===== src/rtl/axis_pattern_source_if.sv =====
// AXI4-Stream bundle driven by the pattern source.
interface axis_pattern_source_if #(
    parameter int unsigned DATA_SIZE = 32
);
    logic [DATA_SIZE-1:0]   tdata;
    logic [DATA_SIZE/8-1:0] tstrb;
    logic                   tvalid;
    logic                   tlast;
    logic                   tready;

    modport master (output tdata, output tstrb, output tvalid, output tlast, input tready);
    modport slave  (input tdata, input tstrb, input tvalid, input tlast, output tready);
endinterface


===== src/rtl/axis_pattern_source.sv =====
// Packetising AXIS test-pattern generator (inc/const/walking-one/dec) feeding a FWFT FIFO.
module axis_pattern_source #(
    parameter int unsigned DATA_SIZE  = 32,
    parameter int unsigned ADDR_WIDTH = 4,
    parameter int unsigned LEN_WIDTH  = 16
) (
    input  logic                  m00_axis_aclk,
    input  logic                  m00_axis_areset,
    input  logic                  m00_axis_enable,
    input  logic [1:0]            cfg_mode,
    input  logic [DATA_SIZE-1:0]  cfg_seed,
    input  logic [LEN_WIDTH-1:0]  cfg_pkt_len,
    input  logic [LEN_WIDTH-1:0]  cfg_num_pkts,
    axis_pattern_source_if.master m00_axis,
    output logic [ADDR_WIDTH:0]   fifo_level,
    output logic                  busy,
    output logic                  done
);
    localparam int unsigned Depth = 1 << ADDR_WIDTH;
    localparam logic [DATA_SIZE-1:0] DataOne = 1;
    localparam logic [LEN_WIDTH-1:0] LenOne  = 1;

    typedef enum logic [1:0] {StIdle, StRun, StDrain} state_e;

    state_e               state_q, state_d;
    logic [DATA_SIZE-1:0] data_q, data_d;
    logic [LEN_WIDTH-1:0] word_q, word_d;
    logic [LEN_WIDTH-1:0] pkt_q, pkt_d;
    logic [LEN_WIDTH-1:0] len_q, len_d;
    logic [LEN_WIDTH-1:0] num_q, num_d;
    logic [1:0]           mode_q, mode_d;

    logic [DATA_SIZE:0]   mem_q [Depth];
    logic [ADDR_WIDTH:0]  wr_ptr_q, rd_ptr_q;
    logic                 empty, full, wr_en, rd_en, last_bit;
    logic [DATA_SIZE:0]   rd_word;
    logic [DATA_SIZE-1:0] next_data;

    assign empty = (wr_ptr_q == rd_ptr_q);
    assign full  = (wr_ptr_q[ADDR_WIDTH-1:0] == rd_ptr_q[ADDR_WIDTH-1:0]) &&
                   (wr_ptr_q[ADDR_WIDTH] != rd_ptr_q[ADDR_WIDTH]);
    // Full is judged on the current pointers, so a same-cycle read cannot make room.
    assign wr_en = (state_q == StRun) && !full;
    assign rd_en = !empty && m00_axis.tready;
    assign last_bit = (word_q == len_q - LenOne);

    assign rd_word           = mem_q[rd_ptr_q[ADDR_WIDTH-1:0]];
    assign m00_axis.tvalid   = !empty;
    assign m00_axis.tdata    = empty ? '0 : rd_word[DATA_SIZE-1:0];
    assign m00_axis.tlast    = empty ? 1'b0 : rd_word[DATA_SIZE];
    assign m00_axis.tstrb    = empty ? '0 : '1;
    assign fifo_level        = wr_ptr_q - rd_ptr_q;
    assign busy              = (state_q != StIdle);
    assign done              = (state_q == StDrain) && empty;

    always_comb begin
        next_data = data_q;
        unique case (mode_q)
            2'd0:    next_data = data_q + DataOne;
            2'd1:    next_data = data_q;
            2'd2:    next_data = {data_q[DATA_SIZE-2:0], data_q[DATA_SIZE-1]};
            default: next_data = data_q - DataOne;
        endcase
    end

    always_comb begin
        state_d = state_q;
        data_d  = data_q;
        word_d  = word_q;
        pkt_d   = pkt_q;
        len_d   = len_q;
        num_d   = num_q;
        mode_d  = mode_q;
        unique case (state_q)
            StIdle: begin
                if (m00_axis_enable) begin
                    mode_d  = cfg_mode;
                    num_d   = cfg_num_pkts;
                    len_d   = (cfg_pkt_len == '0) ? LenOne : cfg_pkt_len;
                    data_d  = (cfg_mode == 2'd2 && cfg_seed == '0) ? DataOne : cfg_seed;
                    word_d  = '0;
                    pkt_d   = '0;
                    state_d = StRun;
                end
            end
            StRun: begin
                if (wr_en) begin
                    data_d = next_data;
                    if (last_bit) begin
                        word_d = '0;
                        pkt_d  = pkt_q + LenOne;
                        if ((num_q != '0 && pkt_q == num_q - LenOne) || !m00_axis_enable) begin
                            state_d = StDrain;
                        end
                    end else begin
                        word_d = word_q + LenOne;
                    end
                end
            end
            StDrain: begin
                if (empty) state_d = StIdle;
            end
            default: state_d = StIdle;
        endcase
    end

    always_ff @(posedge m00_axis_aclk) begin
        if (m00_axis_areset) begin
            state_q  <= StIdle;
            data_q   <= '0;
            word_q   <= '0;
            pkt_q    <= '0;
            len_q    <= '0;
            num_q    <= '0;
            mode_q   <= '0;
            wr_ptr_q <= '0;
            rd_ptr_q <= '0;
        end else begin
            state_q <= state_d;
            data_q  <= data_d;
            word_q  <= word_d;
            pkt_q   <= pkt_d;
            len_q   <= len_d;
            num_q   <= num_d;
            mode_q  <= mode_d;
            if (wr_en) wr_ptr_q <= wr_ptr_q + 1'b1;
            if (rd_en) rd_ptr_q <= rd_ptr_q + 1'b1;
        end
    end

    always_ff @(posedge m00_axis_aclk) begin
        if (wr_en && !m00_axis_areset) begin
            mem_q[wr_ptr_q[ADDR_WIDTH-1:0]] <= {last_bit, data_q};
        end
    end
endmodule

===== src/flat_wrapper.sv =====
// flat-port wrapper written by rule: the top's interface ports become plain ports
module axis_pattern_source_flat 
#(
    parameter int unsigned DATA_SIZE  = 32,
    parameter int unsigned ADDR_WIDTH = 4,
    parameter int unsigned LEN_WIDTH  = 16
)
  (m00_axis_aclk, m00_axis_areset, m00_axis_enable, cfg_mode, cfg_seed, cfg_pkt_len, cfg_num_pkts, fifo_level, busy, done, m00_axis_tdata, m00_axis_tstrb, m00_axis_tvalid, m00_axis_tlast, m00_axis_tready);
  axis_pattern_source_if #(.DATA_SIZE(DATA_SIZE)) m00_axis_i ();
  input  logic m00_axis_aclk;
  input  logic m00_axis_areset;
  input  logic m00_axis_enable;
  input  logic [1:0] cfg_mode;
  input  logic [DATA_SIZE-1:0] cfg_seed;
  input  logic [LEN_WIDTH-1:0] cfg_pkt_len;
  input  logic [LEN_WIDTH-1:0] cfg_num_pkts;
  output logic [ADDR_WIDTH:0] fifo_level;
  output logic busy;
  output logic done;
  output wire logic [$bits(m00_axis_i.tdata)-1:0] m00_axis_tdata;
  output wire logic [$bits(m00_axis_i.tstrb)-1:0] m00_axis_tstrb;
  output wire logic [$bits(m00_axis_i.tvalid)-1:0] m00_axis_tvalid;
  output wire logic [$bits(m00_axis_i.tlast)-1:0] m00_axis_tlast;
  input wire logic [$bits(m00_axis_i.tready)-1:0] m00_axis_tready;
  assign m00_axis_tdata = m00_axis_i.tdata;
  assign m00_axis_tstrb = m00_axis_i.tstrb;
  assign m00_axis_tvalid = m00_axis_i.tvalid;
  assign m00_axis_tlast = m00_axis_i.tlast;
  assign m00_axis_i.tready = m00_axis_tready;
  axis_pattern_source #(.DATA_SIZE(DATA_SIZE), .ADDR_WIDTH(ADDR_WIDTH), .LEN_WIDTH(LEN_WIDTH)) u_core (.m00_axis_aclk(m00_axis_aclk), .m00_axis_areset(m00_axis_areset), .m00_axis_enable(m00_axis_enable), .cfg_mode(cfg_mode), .cfg_seed(cfg_seed), .cfg_pkt_len(cfg_pkt_len), .cfg_num_pkts(cfg_num_pkts), .m00_axis(m00_axis_i), .fifo_level(fifo_level), .busy(busy), .done(done));
endmodule

===== config.mk =====
export PLATFORM = sky130hd
export DESIGN_NAME = axis_pattern_source_flat
export DESIGN_NICKNAME = d
export VERILOG_FILES = /design/src/rtl/axis_pattern_source_if.sv /design/src/rtl/axis_pattern_source.sv /design/src/flat_wrapper.sv
export SDC_FILE = /design/constraint.sdc
export NUM_CORES = 1
export LEC_CHECK = 0
export BUFFER_PORTS_ARGS = -buffer_cell sky130_fd_sc_hd__buf_2
export CAP_MARGIN = 25
export CELL_PAD_IN_SITES_DETAIL_PLACEMENT = 1
export CELL_PAD_IN_SITES_GLOBAL_PLACEMENT = 1
export CORE_MARGIN = 2
export CORE_UTILIZATION = 31
export CTS_CLUSTER_SIZE = 8
export DETAILED_ROUTE_END_ITERATION = 8
export PLACE_DENSITY_LB_ADDON = 0.1
export SLEW_MARGIN = 10
export SYNTH_ARGS = -nofsm -noshare
export SYNTH_HDL_FRONTEND = slang
export SYNTH_SLANG_ARGS = --single-unit

===== constraint.sdc =====
create_clock -name m00_axis_aclk -period 10.5 [get_ports m00_axis_aclk]
set_input_delay 0 -clock m00_axis_aclk [delete_from_list [all_inputs] [get_ports m00_axis_aclk]]
set_output_delay 0 -clock m00_axis_aclk [all_outputs]
set_load 0.02 [all_outputs]

# After elaboration in Yosys (flattened, before gate mapping)
# Memory sizes are Yosys's and may differ from the RTL's. A register that Yosys moved wholly into a read port is not among the register bits.
# Index checks and enable logic that the tools add are counted.
[totals]
reg_bits = 110
mem_bits_rw = 528
inputBits = 70
output_inout_bits = 45
word_cells = 85
n_memories = 1
[memory_table]
columns = ["memory", "depth", "word_bits", "rd", "rd_clocked_by_memory_dff", "write_ports", "line", "source"]
rows = [
  ["u_core.mem_q", 16, 33, 1, 1, 1, "axis_pattern_source.sv:33", "logic [DATA_SIZE:0] mem_q [Depth];"],
]
[classes]
add_sub_neg = 9
n_eq_ne = 16
muxes = 26
n_reduce_logical = 24
[ops]
columns = ["operator", "count"]
rows = [
  ["32-bit 2-to-1 mux", 4],
  ["16-bit 2-to-1 mux", 6],
  ["32-bit one-hot mux with 3 select lines", 1],
  ["16-bit one-hot mux with 2 select lines", 2],
  ["32-bit one-hot mux with 2 select lines", 1],
  ["16-bit by 1-bit adder with 16-bit output (second input constant)", 2],
  ["32-bit by 1-bit adder with 32-bit output (second input constant)", 1],
  ["16-bit == test", 2],
  ["32-bit logical NOT", 1],
  ["16-bit by 1-bit subtractor with 16-bit output (second input constant)", 2],
  ["32-bit by 1-bit subtractor with 32-bit output (second input constant)", 1],
  ["16-bit logical NOT", 1],
  ["16-bit nonzero test", 1],
  ["4-bit 2-to-1 mux", 3],
  ["5-bit by 1-bit adder with 5-bit output (second input constant)", 2],
  ["2-bit 2-to-1 mux", 5],
  ["4-bit AND reduction", 2],
  ["1-bit logical AND", 7],
  ["2-bit == test (second input constant)", 3],
  ["2-bit by 1-bit inequality test with 1-bit output (second input constant)", 3],
  ["2-bit inequality test (second input constant)", 3],
  ["2-bit one-hot mux with 3 select lines", 1],
  ["5-bit == test", 1],
  ["5-bit AND reduction", 1],
  ["other kinds (11)", 19],
]

# Depth between registers and ports, before layout
[depth]
word_depth = 8
mapped_depth = 13
ltp_nobuf = 11

# Worst setup path before layout
# Ideal clock, no wire load.
[synth_path]
kind = "register to register"
from = "reg u_core.wr_ptr_q[0]"
to = "mem u_core.mem_q[0][0] in the netlist's numbering, enable pin"
setup_ns = 0.464
arrival_ns = 3.725
required_ns = 10.036
setup_slack_ns = 6.311
path_stages_with_launch = 8
n_path_buf = 0
period_less_slack_ns = 4.189
path_cell_list = "dfxtp_1 -> inv_1 -> ha_1 -> nand4_1 -> o21ai_0 -> nor2_1 -> nand2_1 -> nor3_1"
[synth_via]
elab_chain_len = 7
[synth_lines]
columns = ["element", "line", "source"]
rows = [
  ["start, declared", "axis_pattern_source.sv:34", "logic [ADDR_WIDTH:0] wr_ptr_q, rd_ptr_q;"],
  ["start signal, assigned", "axis_pattern_source.sv:126", "if (wr_en) wr_ptr_q <= wr_ptr_q + 1'b1;"],
  ["4-bit == test", "axis_pattern_source.sv:40", "assign full = (wr_ptr_q[ADDR_WIDTH-1:0] == rd_ptr_q[ADDR_WIDTH-1:0]) &&"],
  ["1-bit logical AND", "axis_pattern_source.sv:40", ""],
  ["1-bit logical NOT", "axis_pattern_source.sv:43", "assign wr_en = (state_q == StRun) && !full;"],
  ["1-bit logical AND", "axis_pattern_source.sv:43", ""],
  ["1-bit logical AND", "axis_pattern_source.sv:132", "if (wr_en && !m00_axis_areset) begin"],
  ["1-bit 2-to-1 mux", "axis_pattern_source.sv:132", ""],
  ["1-bit 2-to-1 mux (not written as such)", "axis_pattern_source.sv:133", "mem_q[wr_ptr_q[ADDR_WIDTH-1:0]] <= {last_bit, data_q};"],
  ["end, declared", "axis_pattern_source.sv:33", ""],
]
# Parallel ways exist; a longest one is shown, timed or not.

# Final worst setup path
[layout_path]
from = "reg u_core.mode_q[0]"
to = "reg u_core.data_q[29]"
[layout_via]
elab_chain_len = 4
elab_cells_between_ends = 8
cone_classes = "3 x eq/ne; 3 x mux; 2 x reduce/logical"
[layout_lines]
columns = ["element", "line", "source"]
rows = [
  ["start, declared", "axis_pattern_source.sv:31", "logic [1:0] mode_q, mode_d;"],
  ["start signal, assigned", "axis_pattern_source.sv:125", "mode_q <= mode_d;"],
  ["2-bit == test, or another cell as far along", "axis_pattern_source.sv:58", "unique case (mode_q)"],
  ["32-bit one-hot mux with 3 select lines", "axis_pattern_source.sv:58", ""],
  ["32-bit 2-to-1 mux", "axis_pattern_source.sv:87", "if (wr_en) begin"],
  ["32-bit one-hot mux with 2 select lines", "axis_pattern_source.sv:74", "unique case (state_q)"],
  ["end signal, assigned", "axis_pattern_source.sv:120", "data_q <= data_d;"],
  ["end, declared", "axis_pattern_source.sv:26", "logic [DATA_SIZE-1:0] data_q, data_d;"],
]
# Parallel ways exist; a longest one is shown, timed or not. The select of a mux whose other input is x is not followed.
# A chain may end at the register's enable or synchronous reset.

==> flow_metrics.tcl <==
set metrics [dict create \
    status "finished clean" \
    grt_pass1_wl_um 124000 \
    grt_setup_unrepaired "false" \
    hold_class "input port to flop" \
    viasPerCell 5.17 \
    p_seq_share_pct 45.2 \
    place_congestion 0.812 \
    ys_ff_latch 642 \
    syn_inst 1848 \
    dr_total_vias 16993 \
    drv_cap 0 \
    ant_nets 0 \
    intPower_w 0.00487 \
    drv_slew 0 \
    critPathMostFrequentCell "a221oi_1" \
    h-tree-depth 3 \
    critical_path_class "flop to flop" \
    hpwl_um 47200 \
    cp_top_family "compound AO/OA/AOI/OAI gates" \
    relSlewSlack_pct 35.2 \
    clock-sinks 642 \
    area_delta_synth_final_pct 19.9 \
    setup_violations 0 \
    grtUsageTotal_pct 17.9 \
    hold_viol_final 0 \
    synth_ff_type "edfxtp_1" \
    synth_area_per_cell_um2 15.2 \
    end_kind "flop" \
    coreArea_um2 89900 \
    p_comb_share_pct 14.7 \
    drc 0 \
    crit_fanout 31 \
    worstPathCellList "or2_2 > ha_1 > o21a_1 > o2111a_1 > a221oi_1 > a21oi_1 > o21ai_0 > a211oi_1 > o41ai_1 > xor2_1 > a221oi_1" \
    portBuffers 114 \
    antenna_found_initial 2 \
    final_util_pct 37.4 \
    die_w_um 305 \
    p_leak_nw 11.3 \
    overflow 0 \
    max-vdd-ir-drop_mv 0.113 \
    timing.fmax_mhz 229 \
    crit_path_max_incr_delay_ns 0.64 \
    grt_pass1_vias 18996 \
    cts_resized 0 \
    wl_um 82400 \
    syn_area_um2 28100 \
    synth_cell_types 76 \
    synth_fp_nets 1963 \
    min_period_ns 4.38 \
    rows 110 \
    cts_tree "done" \
    clkTransAtPathRegs_ns 0.05 \
    cts_hold_buf 102 \
    final_common_cell "edfxtp_1" \
    fin_skew_ns 0.0214 \
    area.sequential_um2 18200 \
    root_buffer "clkbuf_16" \
    firstDrtPassIters 5 \
    critPathBufInv 0 \
    cts_buffers 91 \
    worstMarginPinSlew_ns 0.972 \
    fin_nets 2195 \
    num-fill-cells 9139 \
    initial_core_util_pct 31.2 \
    cts_buffer_depth 3 \
    die-area_um2 93000 \
    cts_setup_buffers 0 \
    die_y_um 305 \
    setup-tns-final_ns 0 \
    insertion_delay_ns 0.63 \
    synth_edf_count 528 \
    clockPowerShare_pct 40.1 \
    synthArstFlopShare_pct 0 \
    synth-seq-area-share_pct 64.6 \
    multi_input_comb_area_um2 9540 \
    critPathArrivalTime_ns 4.90 \
    grt_max_degree 94 \
    cp_slowest_cell "or2_2" \
    cp-start-kind "flop" \
    synth_warnings 0 \
    switching_share_pct 26.1 \
    io_pins 115 \
    p_switching_w 0.00172 \
    wire_per_inst_um 25.0 \
    final_cell_mix "edfxtp_1 (528), mux4_2 (165), nand2_1 (162)" \
    cellPowerDensity_nw_per_um2 196 \
    crit_required_ns 11.02 \
    drive_gt1_share_pct 21.6 \
    min_period_over_period_pct 41.7 \
    dr.first_iter.drc_count 1056 \
]
[worst min-delay path: stages]
cell           delay [ns]
dlygate4sd3_1        0.52
buf_2                0.14
nand2_1              0.06
a21oi_1              0.06
[final cells by class]
type	instances	area share [%]
Clock buffer	117	7.18
Multi-Input combinational cell	1072	28.4
Tap cell	1176	4.37
Clock inverter	6	0.327
Sequential cell	642	53.9
Timing Repair Buffer	244	5.49
Antenna cell	2	0.0149
Inverter	29	0.323
[stage by stage]
| stage | power [W] | instance area [µm²] | hold WS (ns) | setup slack (ns) | cells |
|---|---|---|---|---|---|
| after floorplan | 0.00365 | 28100 | 0.136 | 6.31 | 1848 |
| after global routing | 0.00688 | 33700 | 0.237 | 5.73 | 3287 |
| after detailed placement | 0.00399 | 30100 | 0.249 | 6.13 | 3059 |
| after global placement | 0.00397 | 30100 | 0.241 | 6.19 | 3059 |
| after CTS | 0.00670 | 33600 | 0.168 | 6.07 | 3284 |
| final | 0.00658 | 33700 | 0.214 | 6.12 | 3288 |
[state kept, by name, summed over array words and instances (netlist names), named ones only]
signal and cells:
u_core.word_q 16, u_core.rd_ptr_q 5, u_core.wr_ptr_q 5, u_core.mode_q 2, u_core.len_q 16, u_core.state_q 2, u_core.mem_q 528, u_core.pkt_q 16
u_core.num_q 16, u_core.data_q 32
[cells in the mapped netlist (3+ instances only)]
| master | instances | area share (%) |
|---|---|---|
| a211oi_1 | 12 | 0.32 |
| a21boi_0 | 3 | 0.080 |
| inv_1 | 29 | 0.39 |
| nand2b_1 | 10 | 0.22 |
| o221ai_1 | 4 | 0.12 |
| buf_1 | 23 | 0.31 |
| and2_1 | 38 | 0.85 |
| or4_1 | 5 | 0.13 |
| mux2i_1 | 6 | 0.21 |
| buf_4 | 5 | 0.13 |
| o211ai_1 | 27 | 0.72 |
| nor4b_1 | 3 | 0.094 |
| nor2_1 | 107 | 1.4 |
| and4_1 | 3 | 0.094 |
| o22ai_1 | 4 | 0.089 |
| a31o_2 | 3 | 0.094 |
| nand3_1 | 22 | 0.39 |
| or3_1 | 12 | 0.27 |
| xnor2_1 | 53 | 1.7 |
| nor3_1 | 27 | 0.48 |
| dfxtp_1 | 114 | 8.1 |
| a21oi_1 | 107 | 1.9 |
| a221oi_1 | 6 | 0.19 |
| o21ai_0 | 41 | 0.73 |
| nand4_1 | 22 | 0.49 |
| clkbuf_1 | 72 | 0.96 |
| nand3b_1 | 5 | 0.13 |
| a31oi_1 | 9 | 0.20 |
| a2111oi_0 | 4 | 0.12 |
| ha_1 | 43 | 1.9 |
| nor4_1 | 17 | 0.38 |
| nor4_4 | 4 | 0.30 |
| and3_1 | 11 | 0.25 |
| mux4_2 | 165 | 13 |
| a21o_1 | 24 | 0.64 |
| nor2b_1 | 6 | 0.13 |
| edfxtp_1 | 528 | 56 |
| or2_2 | 7 | 0.16 |
| xor2_1 | 43 | 1.3 |
| o21a_1 | 4 | 0.11 |
| a211o_1 | 4 | 0.12 |
| o31ai_1 | 6 | 0.16 |
| nand2_1 | 163 | 2.2 |
[kinds of logic after synthesis]
kind of cell	after synthesis	synth area share, %
DFF	642	64.6
and+or+nand+nor	471	8.33
buffers and inverters	134	1.93
xor gates and xnor gates	96	2.99
muxes	172	13.5
AOI/OAI and AO/OA	288	6.61
adders and majority gates	45	2.06
[power by group through the flow]
stage          Combinational [W]  Clock [W]  Sequential, W
6_report                0.000965    0.00264        0.00298
5_1_grt                  0.00106    0.00282        0.00299
4_1_cts                 0.000990    0.00273        0.00298
3_5_place_dp            0.000956          0        0.00303
3_3_place_gp            0.000948          0        0.00302
2_1_floorplan           0.000714          0        0.00294
[per-layer routing]
layer	vias up	part of all wire, %	global-route usage [%]	wire length, µm
met5	-	0	0	0
met4	0	2.1	4.19	1720
met3	103	3.1	2.47	2530
met2	301	50	30.8	40900
met1	8913	45	23.9	37300
li1	7676	-	-	-
[path summary, 6_finish.rpt]
kind	start	endpoint	slack, ns	cells past startpoint
worst max-delay path	u_core.mode_q[0]	u_core.data_q[29]	6.12	11
worst min-delay path	cfg_mode[1]	u_core.mode_q[1]	0.21	4
worst max register to register	u_core.mode_q[0]	u_core.data_q[29]	6.12	11
worst min register to register	u_core.wr_ptr_q[4]	u_core.wr_ptr_q[4]	0.51	2
Note: power is estimated with default switching activity, not from simulation.
